### src/rtl/ddc_acc_pkg.sv
// Shared types and arithmetic helpers for the DDC accumulator/serializer.
// sat_add works on wide sign-extended operands so any lane width up to 127 bits can reuse it.
package ddc_acc_pkg;

  localparam int SAT_MAX_W = 128;

  typedef enum logic [0:0] {
    ST_IDLE = 1'b0,
    ST_SEND = 1'b1
  } ser_state_t;

  function automatic int ch_w(input int n_ch);
    return (n_ch > 1) ? $clog2(n_ch) : 1;
  endfunction

  // Returns {ovf, sum}; overflow is judged at width w, the low w bits of sum are the result.
  function automatic logic [SAT_MAX_W:0] sat_add(input logic signed [SAT_MAX_W-1:0] a,
                                                 input logic signed [SAT_MAX_W-1:0] b,
                                                 input int w,
                                                 input bit sat_en);
    logic signed [SAT_MAX_W-1:0] sum;
    logic signed [SAT_MAX_W-1:0] max_v;
    logic ovf;
    sum = a + b;
    max_v = '0;
    max_v[w-1] = 1'b1;
    max_v = max_v - 1;
    ovf = sum[w] ^ sum[w-1];
    if (ovf && sat_en) begin
      sum = sum[w] ? ~max_v : max_v;
    end
    return {ovf, sum};
  endfunction

endpackage

### src/rtl/ddc_acc_serializer_lane.sv
// One signed accumulator: adds din on en, hands the frame value out on last and restarts from 0.
module acc_sat_lane import ddc_acc_pkg::*; #(
  parameter int DIN_W  = 32,
  parameter int ACC_W  = 48,
  parameter bit SAT_EN = 1'b1
) (
  input  logic                    clk,
  input  logic                    rst,
  input  logic                    clr,
  input  logic                    en,
  input  logic                    last,
  input  logic signed [DIN_W-1:0] din,
  output logic signed [ACC_W-1:0] acc_q,
  output logic signed [ACC_W-1:0] frame_out,
  output logic                    ovf
);

  logic [SAT_MAX_W:0]         res;
  logic [SAT_MAX_W-1-ACC_W:0] unused_hi;

  always_comb begin
    res = sat_add(SAT_MAX_W'(acc_q), SAT_MAX_W'(din), ACC_W, SAT_EN);
  end

  assign frame_out = res[ACC_W-1:0];
  assign unused_hi = res[SAT_MAX_W-1:ACC_W];
  // A sample discarded by clr must not raise the overflow flag either.
  assign ovf = res[SAT_MAX_W] & en & ~clr;

  always_ff @(posedge clk or posedge rst) begin
    if (rst) begin
      acc_q <= '0;
    end else if (clr) begin
      acc_q <= '0;
    end else if (en) begin
      acc_q <= last ? '0 : frame_out;
    end
  end

endmodule

### src/rtl/ddc_acc_serializer.sv
// Integrates N_CH complex DDC streams per frame and serialises each frame snapshot
// onto a single AXI-Stream master with channel tag and tlast.
module ddc_acc_serializer import ddc_acc_pkg::*; #(
  parameter int N_CH      = 4,
  parameter int DDC_WIDTH = 32,
  parameter int ACC_WIDTH = 48,
  parameter int LEN_WIDTH = 32,
  parameter bit SAT_EN    = 1'b1,
  localparam int CH_W     = ch_w(N_CH)
) (
  input  logic                        dev_clk,
  input  logic                        dev_rst,
  input  logic [N_CH*2*DDC_WIDTH-1:0] s_ddc_tdata,
  input  logic                        s_ddc_tvalid,
  input  logic [LEN_WIDTH-1:0]        acc_len,
  input  logic                        resync,
  output logic [2*ACC_WIDTH-1:0]      m_axis_tdata,
  output logic [CH_W-1:0]             m_axis_tuser,
  output logic                        m_axis_tlast,
  output logic                        m_axis_tvalid,
  input  logic                        m_axis_tready,
  output logic [31:0]                 frame_cnt,
  output logic [15:0]                 drop_cnt,
  output logic                        ovf_flag,
  input  logic                        ovf_clear
);

  logic [LEN_WIDTH-1:0]   cnt;
  logic [LEN_WIDTH-1:0]   len_q;
  logic [LEN_WIDTH-1:0]   len_cur;
  logic                   sample_en;
  logic                   frame_last;
  ser_state_t             state;
  ser_state_t             state_next;
  logic [CH_W-1:0]        ch;
  logic [CH_W-1:0]        ch_next;
  logic [2*ACC_WIDTH-1:0] bank  [N_CH];
  logic [2*ACC_WIDTH-1:0] frame [N_CH];
  logic [2*N_CH-1:0]      lane_ovf;
  logic                   tlast_hs;
  logic                   bank_load;
  logic                   frame_drop;

  assign sample_en = s_ddc_tvalid & ~resync;

  // The length is taken from acc_len only on the first sample of a frame.
  always_comb begin
    len_cur = len_q;
    if (cnt == '0) begin
      len_cur = (acc_len == '0) ? LEN_WIDTH'(1) : acc_len;
    end
  end

  assign frame_last = sample_en & (cnt == len_cur - LEN_WIDTH'(1));

  always_ff @(posedge dev_clk or posedge dev_rst) begin
    if (dev_rst) begin
      cnt   <= '0;
      len_q <= '0;
    end else if (resync) begin
      cnt <= '0;
    end else if (s_ddc_tvalid) begin
      if (cnt == '0) begin
        len_q <= len_cur;
      end
      cnt <= frame_last ? '0 : cnt + LEN_WIDTH'(1);
    end
  end

  for (genvar c = 0; c < N_CH; c++) begin : g_ch
    logic signed [ACC_WIDTH-1:0] frame_i;
    logic signed [ACC_WIDTH-1:0] frame_q;
    logic signed [ACC_WIDTH-1:0] unused_acc_i;
    logic signed [ACC_WIDTH-1:0] unused_acc_q;

    acc_sat_lane #(.DIN_W(DDC_WIDTH), .ACC_W(ACC_WIDTH), .SAT_EN(SAT_EN)) u_lane_i (
      .clk(dev_clk), .rst(dev_rst), .clr(resync), .en(s_ddc_tvalid), .last(frame_last),
      .din(s_ddc_tdata[c*2*DDC_WIDTH +: DDC_WIDTH]),
      .acc_q(unused_acc_i), .frame_out(frame_i), .ovf(lane_ovf[2*c])
    );

    acc_sat_lane #(.DIN_W(DDC_WIDTH), .ACC_W(ACC_WIDTH), .SAT_EN(SAT_EN)) u_lane_q (
      .clk(dev_clk), .rst(dev_rst), .clr(resync), .en(s_ddc_tvalid), .last(frame_last),
      .din(s_ddc_tdata[c*2*DDC_WIDTH+DDC_WIDTH +: DDC_WIDTH]),
      .acc_q(unused_acc_q), .frame_out(frame_q), .ovf(lane_ovf[2*c+1])
    );

    assign frame[c] = {frame_q, frame_i};
  end

  // A new frame is only taken when the bank is free or being freed this very cycle.
  assign tlast_hs   = (state == ST_SEND) & m_axis_tready & (ch == CH_W'(N_CH-1));
  assign bank_load  = frame_last & ((state == ST_IDLE) | tlast_hs);
  assign frame_drop = frame_last & ~bank_load;

  always_comb begin
    state_next = state;
    ch_next    = ch;
    if (bank_load) begin
      state_next = ST_SEND;
      ch_next    = '0;
    end else if (tlast_hs) begin
      state_next = ST_IDLE;
    end else if ((state == ST_SEND) && m_axis_tready) begin
      ch_next = ch + CH_W'(1);
    end
  end

  always_ff @(posedge dev_clk or posedge dev_rst) begin
    if (dev_rst) begin
      state     <= ST_IDLE;
      ch        <= '0;
      frame_cnt <= '0;
      drop_cnt  <= '0;
      ovf_flag  <= 1'b0;
      for (int c = 0; c < N_CH; c++) begin
        bank[c] <= '0;
      end
    end else begin
      state <= state_next;
      ch    <= ch_next;
      if (bank_load) begin
        bank <= frame;
      end
      if (tlast_hs) begin
        frame_cnt <= frame_cnt + 32'd1;
      end
      if (frame_drop && (drop_cnt != 16'hFFFF)) begin
        drop_cnt <= drop_cnt + 16'd1;
      end
      if (|lane_ovf) begin
        ovf_flag <= 1'b1;
      end else if (ovf_clear) begin
        ovf_flag <= 1'b0;
      end
    end
  end

  assign m_axis_tvalid = (state == ST_SEND);
  assign m_axis_tdata  = bank[ch];
  assign m_axis_tuser  = ch;
  assign m_axis_tlast  = m_axis_tvalid & (ch == CH_W'(N_CH-1));

endmodule

### config.mk
export PLATFORM = sky130hd
export DESIGN_NAME = ddc_acc_serializer
export DESIGN_NICKNAME = d
export VERILOG_FILES = /design/src/rtl/ddc_acc_pkg.sv /design/src/rtl/ddc_acc_serializer_lane.sv /design/src/rtl/ddc_acc_serializer.sv
export SDC_FILE = /design/constraint.sdc
export NUM_CORES = 2
export LEC_CHECK = 0
export CAP_MARGIN = 0
export CORE_MARGIN = 2
export CORE_UTILIZATION = 45
export CTS_BUF_LIST = sky130_fd_sc_hd__clkbuf_2 sky130_fd_sc_hd__clkbuf_4 sky130_fd_sc_hd__clkbuf_8
export CTS_CLUSTER_SIZE = 8
export DETAILED_ROUTE_END_ITERATION = 16
export HOLD_SLACK_MARGIN = 0.03
export PLACE_DENSITY_LB_ADDON = 0.3
export SYNTH_ARGS = -nofsm -noshare
export SYNTH_HDL_FRONTEND = slang
export SYNTH_SLANG_ARGS = --single-unit
### constraint.sdc
create_clock -name dev_clk -period 33.8 [get_ports dev_clk]
set_clock_uncertainty 0.1 [all_clocks]
set_input_delay 3.38 -clock dev_clk [delete_from_list [all_inputs] [get_ports dev_clk]]
set_output_delay 3.38 -clock dev_clk [all_outputs]
set_load 0.01 [all_outputs]
==> results.yml <==
run_status:
  status: "completed"
yosys:
  synth_seq_cells: 884
  synth_edf_count: 0
  netlist_area_um2: 58900
  synth_nets: 6860
  synth_warnings: 0
  yosysMostFrequentCell: "dfrtp_1"
  syn_inst: 6166
  syn_avg_cell_area_um2: 9.56
  yosysTopAreaCell: "dfrtp_1"
  synthTopCellsByCount: "dfrtp_1 (884), nand2_1 (816), a21oi_1 (473)"
  netlist-cell-type-count: 81
  async_flop_share: 1.00
  synth_top_cell_area_share: 0.375
  ys_seq_area_frac: 0.375
  synth_flop_cell: "dfrtp_1"
  synthTopCellsByArea: "dfrtp_1 (38%), ha_1 (8.3%), nand2_1 (5.2%), a22o_1 (5.0%), xnor2_1 (4.2%)"
pwr:
  p_seq_frac: 0.262
  switching_share: 0.438
  power_frac_comb: 0.514
  p_clk_frac: 0.224
  p_int_mw: 2.91
  power_density_nw_per_um2: 75.5
  leakagePower_nw: 32.3
  peakVddDrop_mv: 0.0528
  p_sw_mw: 2.27
final_layout:
  fill_cells: 11900
  fin_nets: 7215
  drive_gt1_frac: 0.108
  synthToLayoutAreaGrowth_pct: 16.3
setup_path:
  crit_slowest_cell: "buf_4"
  cp-start-kind: "input port"
  crit_chain: "clkdlybuf4s50_1 -> or4_4 -> or4_1 -> or4_4 -> o211ai_2 -> o21a_2 -> inv_2 -> ha_1 -> nor4b_1 -> nand3_1 -> nor3_1 -> a22o_1 -> or3_1 -> a21oi_1 -> o22ai_1 -> nor4_1 -> and4_1 -> and3_4 -> buf_4 -> buf_4 -> mux2_2"
  end_kind: "register"
  crit_start: "acc_len[15]"
  path_class: "input port to register"
  critPathBufInv: 4
  worst_path_dominant_cell_family: "simple AND/OR/NAND/NOR gates"
  cpPeakStageDelay_ns: 0.82
  worstReg2RegStart: "cnt[1]"
  path_max_fanout: 76
  worstPathArrival_ns: 11.07
  required_ns: 34.50
drt:
  drt_iter0_drc: 4198
  ant_nets: 0
  wirelength_um: 193000
  drc_errors: 0
  dr.max_layer_used: "met5"
  wl_met3_um: 11500
  vias: 50500
  wl_per_cell_um: 22.9
  first_pass_iters: 5
  via_per_inst: 6.01
  wl_met1_um: 82100
  dr_wl_met2_um: 88500
cts:
  cts_root_buf: "clkbuf_8"
  postCtsSetupBuffers: 0
  cts_buffer_depth: 3
  cts_hold_buf: 0
  cts_max_level: 4
  cts_buffers: 162
  cts_num_sinks: 884
  insertion_delay_ns: 0.91
  clkTransAtPathRegs_ns: 0.06
  post_cts_resized: 0
  cts_tree: "yes"
sta:
  relSlewSlack: 0.147
  rsz0062_at_grt: "false"
  setup_viol: 0
  setup_tns_ns: 0
  period_share: 0.307
  clock.fmax_mhz: 96.4
  worst_pin_slew_ns: 1.27
  post-route-min-period_ns: 10.38
  maxSlewViolCount: 0
  worst_slack_ns: 23.42
  final-hold-violation-count: 0
global_routing:
  grt_usage: 0.282
  antenna_found_initial: 18
  grt_max_degree: 178
  grt_pass1_vias: 49800
  grt-ovfl-total: 0
  grt_pass1_wl_um: 297000
floorplanning:
  core_area_um2: 130000
  num_rows: 132
  start_util: 0.454
  io_pins: 443
  die_h_um: 366
  fp.dieW_um: 366
  die-area_um2: 134000
placed_design:
  hpwlAfterDp_um: 140000
  io_buffers: 442
  preCtsSetupSlack_ns: 22.57
  routabilityCongestion: 0.973
min_path:
  min_path_type: "register to register"
  hp-start: "bank[0]"
run:
  cap_violations: 0
power groups by stage:
stage | Clock (mW) | Sequential [mW] | Combinational, mW
floorplan | 0 | 1.33 | 1.89
global placement | 0 | 1.37 | 2.58
detailed placement | 0 | 1.37 | 2.60
CTS | 1.18 | 1.35 | 2.62
global route | 1.23 | 1.38 | 2.90
finish | 1.16 | 1.36 | 2.66
final cells by class:
cell class,instances,area (um^2),share of cell area
multi-input combinational,4837,35100,0.512
sequential,884,22100,0.323
timing repair buffer,505,4950,0.0722
clock buffer,247,3110,0.0453
tap,1742,2180,0.0318
clock inverter,47,553,0.00807
inverter,131,499,0.00729
antenna,10,25.0,0.000365
path summary, 6_finish.rpt:
kind                                               to  slack (ns)  depth (start not counted)
min                                           bank[0]        0.37                          2
min reg2reg                                   bank[0]        0.37                          2
max                                          bank[87]       23.42                         21
max in group asynchronous             m_axis_tuser[1]       26.71                          6
min in group asynchronous  g_ch[1].u_lane_q.acc_q[11]        2.87                          2
max reg2reg                                  bank[87]       25.31                         21
metal layers:
metal / vias up / track usage
met4: 16 / 0.148
met5: - / 0
met2: 1631 / 0.447
met3: 383 / 0.0485
met1: 24900 / 0.369
li1: 23500 / -
flip-flops by register name, indices dropped and copies added (netlist names), 2 cells and up:
signal,count
bank,384
g_ch.u_lane_i.acc_q,192
g_ch.u_lane_q.acc_q,192
cnt,32
frame_cnt,32
len_q,32
drop_cnt,16
m_axis_tuser,2
cells by family after synthesis:
kind of cell / synth area share
AND/OR/NAND/NOR: 0.123
buffers and inverters: 0.0317
flip-flops: 0.375
AO/OA/AOI/OAI: 0.224
adder cells (fa/ha/maj): 0.0980
multiplexers: 0.0824
XOR/XNOR: 0.0652
through the flow:
| step | instance area [um^2] | std cells | hold WS, ns | util | total power, mW |
|---|---|---|---|---|---|
| final | 68500 | 8403 | 0.366 | 0.528 | 5.17 |
| after global routing | 68500 | 8399 | 0.387 | 0.528 | 5.51 |
| after CTS | 68500 | 8393 | 0.368 | 0.528 | 5.16 |
| after detailed placement | 64800 | 8099 | 0.357 | 0.499 | 3.97 |
| after global placement | 64800 | 8099 | 0.345 | 0.499 | 3.94 |
| after floorplan | 58900 | 6166 | 0.333 | - | 3.22 |
placed cells by master (no fill, tap or decap), types with 57 or more instances in the layout:
cell type,netlist,layout
a21o_1,251,251
a21oi_1,473,472
a22o_1,337,337
a31oi_1,58,58
buf_4,10,59
clkbuf_8,0,200
clkdlybuf4s50_1,0,442
dfrtp_1,884,882
ha_1,392,391
inv_1,130,129
maj3_1,71,71
mux2_2,194,194
mux4_2,96,96
nand2_1,816,815
nand3_1,123,122
nor2_1,227,218
nor3_1,90,90
o21a_1,57,57
o21ai_0,443,443
o21bai_1,57,57
xnor2_1,283,281
xor2_1,156,155
worst min-delay path, cell delays in order (launching register included):
cell	delay, ns
dfrtp_1	0.34
nand2_1	0.05
nand2_1	0.04
Power figures use the tool's default switching activity.
